File: src/rtl/layer_sequencer.sv
// Layer sequencer: for each node, multiply-accumulates NUM_IN activation/weight
// pairs, adds the node bias, applies a ReLU clamp and writes the fixed-point result.
module layer_sequencer #(
   parameter int NUM_IN    = 5,
   parameter int NUM_NODES = 8,
   parameter int FRAC      = 13,
   localparam int AW = (NUM_IN > 1) ? $clog2(NUM_IN) : 1,
   localparam int WW = (NUM_NODES * NUM_IN > 1) ? $clog2(NUM_NODES * NUM_IN) : 1,
   localparam int NW = (NUM_NODES > 1) ? $clog2(NUM_NODES) : 1
) (
   input  logic          clk,
   input  logic          reset,
   input  logic          start,
   output logic          busy,
   output logic          done,
   output logic [AW-1:0] act_addr,
   output logic [WW-1:0] w_addr,
   output logic [NW-1:0] bias_addr,
   input  logic [31:0]   act_data,
   input  logic [31:0]   w_data,
   input  logic [31:0]   bias_data,
   output logic          out_we,
   output logic [NW-1:0] out_idx,
   output logic [31:0]   out_data
);

   localparam int KW = $clog2(NUM_IN + 1);

   typedef enum logic [1:0] {IDLE, MAC, ACT, DONE} state_t;

   state_t        state, state_next;
   logic [KW-1:0] k;
   logic [NW-1:0] node;
   logic [31:0]   acc;
   logic [31:0]   sum;
   logic          last_k;
   logic          last_node;

   assign last_k    = (k == KW'(NUM_IN));
   assign last_node = (node == NW'(NUM_NODES - 1));
   assign bias_addr = node;
   assign out_idx   = node;

   // NOTE: all sequential state uses non-blocking assignments so every register
   // samples pre-edge values, independent of the order of the statements.
   always_ff @(posedge clk) begin
      if (reset) state <= IDLE;
      else       state <= state_next;
   end

   always_ff @(posedge clk) begin
      if (reset) begin
         k    <= '0;
         node <= '0;
         acc  <= '0;
      end else begin
         unique case (state)
            IDLE: begin
               k    <= '0;
               node <= '0;
               acc  <= '0;
            end
            MAC: begin
               k <= k + KW'(1);
               // Operand data lags its address by one cycle, so k=0 only issues.
               if (k != '0) acc <= acc + act_data * w_data;
            end
            ACT: begin
               k   <= '0;
               acc <= '0;
               if (!last_node) node <= node + NW'(1);
            end
            DONE: begin
               k <= '0;
            end
            default: ;
         endcase
      end
   end

   // NOTE: every output and next-state value gets a default first, so no path
   // through the case leaves a variable unassigned and no latch is inferred.
   always_comb begin
      state_next = state;
      busy       = 1'b0;
      done       = 1'b0;
      out_we     = 1'b0;
      out_data   = '0;
      act_addr   = '0;
      w_addr     = '0;
      sum        = acc + bias_data;

      unique case (state)
         IDLE: begin
            if (start) state_next = MAC;
         end
         MAC: begin
            busy = 1'b1;
            if (k < KW'(NUM_IN)) begin
               act_addr = AW'(k);
               w_addr   = WW'(node) * WW'(NUM_IN) + WW'(k);
            end
            if (last_k) state_next = ACT;
         end
         ACT: begin
            busy   = 1'b1;
            out_we = 1'b1;
            // ReLU: negative sums clamp to zero, otherwise take the 16-bit field.
            if (!sum[31]) out_data = {16'h0000, sum[FRAC+15:FRAC]};
            state_next = last_node ? DONE : MAC;
         end
         DONE: begin
            done       = 1'b1;
            state_next = IDLE;
         end
         default: state_next = IDLE;
      endcase
   end

endmodule

File: config.mk
export PLATFORM = sky130hd
export DESIGN_NAME = layer_sequencer
export DESIGN_NICKNAME = d
export VERILOG_FILES = /design/src/rtl/layer_sequencer.sv
export SDC_FILE = /design/constraint.sdc
export NUM_CORES = 1
export LEC_CHECK = 0
export BUFFER_PORTS_ARGS = -buffer_cell sky130_fd_sc_hd__buf_2
export CORE_UTILIZATION = 45
export DETAILED_ROUTE_END_ITERATION = 8
export PLACE_DENSITY_LB_ADDON = 0.12
export RECOVER_POWER = 25
export SLEW_MARGIN = 5
export SYNTH_ARGS = -nofsm -noshare
export SYNTH_HDL_FRONTEND = slang
export SYNTH_SLANG_ARGS = --single-unit
File: constraint.sdc
create_clock -name clk -period 17.7 [get_ports clk]
set_input_delay 0.885 -clock clk [delete_from_list [all_inputs] [get_ports clk]]
set_output_delay 0.885 -clock clk [all_outputs]
set_load 0.02 [all_outputs]
==> impl_metrics.csv <==
group,metric,value,unit
outcome,outcome,"complete, no violations",
timing,max_freq,125.4,MHz
placed_design,dp_hpwl,43390,um
synthesis,synth.top_cell.area_share,44.64,%
worst_hold_path,min_path_type,"reg -> reg",
die,fp.dieH,211.2,um
clock_tree,clkTransAtPathRegs,70,ps
clock_tree,cts_buffer_depth,2,
setup_path,startpoint_type,"input port",
timing,fin_skew,3.266,ps
placed_design,port_buffers,132,
timing,setup_viol,0,
clock_tree,htreeDepth,2,
clock_tree,numCtsBuffers,5,
drt,post-route-drc-count,0,
timing,tns,0,ps
drt,routed_wl,52500,um
synthesis,yosysSeqAreaShare,4.068,%
job,max-cap-violations,0,
die,placementRows,76,
clock_tree,postCtsHoldBufs,0,
grt,antenna_found_initial,2,
drt,dr.pass1.iters,5,
cells_and_area,nFillCells,4226,
timing,fin_crit,7977,ps
timing,slew_viol_final,0,
die,die_area,44590,um^2
synthesis,synth_area,19690,um^2
setup_path,path_class,"in -> reg",
timing,worstMarginPinSlew,1040,ps
clock_tree,root_buffer,"clkbuf_16",
setup_path,critical_path_required,17910,ps
timing,rsz0062_at_grt,"no",
cells_and_area,final_nets,2969,
drt,route.vias.total,14300,
timing,hold_violations,0,
synthesis,ys.flop_type,"dfxtp_1",
synthesis,synthTopCellsByArea,"fa_1, ha_1, and2_1",
synthesis,ys_warn_count,0,
grt,grt_pass1_vias,15610,
drt,dr_wl_met2,24520,um
die,start_util,45.70,%
grt,grt.overflow.total,0,
clock_tree,cts_setup_buffers,0,
cells_and_area,drive_gt1_share,6.814,%
clock_tree,clock-sinks,40,
drt,drt_iter0_markers,698,
setup_path,cp-end-kind,"flop",
drt,final_antenna_net_count,0,
die,io_pins,149,
clock_tree,tritoncts,"yes",
grt,grt_usage,25.08,%
synthesis,yosysMostFrequentCell,"inv_1",
drt,routed_via_density,5.026,
timing,slew_headroom,30.43,%
synthesis,synthArstFlopShare,0,%
drt,wl_met3,2364,um
cells_and_area,num_antenna_cells,0,
clock_tree,cts_resized,0,
die,core-area,43080,um^2
cells_and_area,syn2layout_area_growth,5.644,%
setup_path,arrival,8190,ps
drt,wl_met1,25270,um
setup_path,path_max_fanout,32,
synthesis,avgSynthCellArea,8.872,um^2
clock_tree,clock_latency,290,ps
grt,grt_max_degree,33,
synthesis,synth-seq-cells,40,
drt,top_layer,"met5",
drt,drt-wirelength-per-cell,18.45,um
die,die_w,211.2,um
synthesis,yosys.cell_types.count,63,
synthesis,synth.largest_area_cell,"fa_1",
synthesis,synth_common_cells,"inv_1, fa_1, and2_1, nand2_1, ha_1",
placed_design,place_congestion,0.8817,
synthesis,syn_inst,2219,
timing,finalCritPeriodShare,45.07,%
synthesis,synth_edf_count,0,
grt,grt_pass1_wl,86220,um
[critical path, stage by stage]
cell,delay (ps)
buf_2,520
nand2_1,180
fa_1,540
fa_1,560
inv_1,50
fa_1,470
inv_1,50
fa_1,520
inv_1,50
fa_1,480
fa_1,510
fa_1,510
inv_1,50
fa_1,480
inv_1,50
ha_1,330
a21o_1,170
a21oi_1,240
o21ai_0,180
a21o_1,210
a221oi_1,440
inv_1,80
a21oi_1,220
o21bai_1,100
xnor2_1,120
o21ai_0,170
[flip-flops by register name, indices dropped and copies added (netlist names)]
| register | flops |
|---|---|
| acc | 32 |
| bias_addr | 3 |
| k | 3 |
| state | 2 |
[area by class of cell]
type,count,area (um^2),area share (%)
multi-input combinational,1568,16510,79.41
inverter,508,1907,9.169
sequential,40,800.8,3.850
tap,585,732.0,3.519
timing repair buffer,136,675.6,3.249
clock buffer,5,125.1,0.6016
clock inverter,3,42.54,0.2045
[worst paths after layout]
check | start | end | slack (ps) | depth (start not counted)
max reg2reg | acc[23] | acc[29] | 10490 | 25
min reg2reg | acc[2] | acc[2] | 490 | 2
max | w_data[0] | acc[29] | 9720 | 26
min | acc[2] | acc[2] | 490 | 2
[per-stage QoR]
step | area [um^2] | instances | setup slack [ps] | hold WS (ps) | util (%)
after floorplan | 19740 | 2234 | 10180 | 448.6 | -
after global placement | 20640 | 2837 | 9707 | 466.3 | 47.93
after detailed placement | 20640 | 2837 | 9477 | 479.2 | 47.93
after CTS | 20810 | 2845 | 9757 | 488.7 | 48.32
after global routing | 20800 | 2845 | 9287 | 519.1 | 48.28
final | 20800 | 2845 | 9723 | 490.7 | 48.28
[cells in the final DEF, fill, tap and decap left out, types with 12 or more instances in the layout]
cell and n:
inv_1 508, fa_1 439, and2_1 318, nand2_1 238, ha_1 172, buf_2 123
xnor2_1 72, nor2_1 54, a21oi_1 41, dfxtp_1 40, xor2_1 29, o21ai_0 19
a21o_1 17, a22oi_1 16, conb_1 16, a21oi_2 13, nand3_1 12
[logic make-up (layout without fill, tap and decap cells)]
kind of cell             after synthesis  in the layout  synth area share (%)
flip-flops                            40             40                 4.068
buffers and inverters                626            652                 12.35
AND/OR/NAND/NOR                      678            678                 17.82
adder cells (fa/ha/maj)              611            611                 55.57
AO/OA/AOI/OAI                        161            161                 5.625
XOR/XNOR                             101            101                 4.493
multiplexers                           1              1               0.05085
other                                  1             16               0.01905
[metal layers]
layer / global-route usage (%) / up-vias
met3: 1.903 / 19
li1: - / 6583
met4: 2.299 / 2
met1: 37.39 / 7365
met5: 0 / -
met2: 41.27 / 330
Power is not shown: default switching activity piles up to over one toggle a cycle in this logic, so the estimate is an artifact.
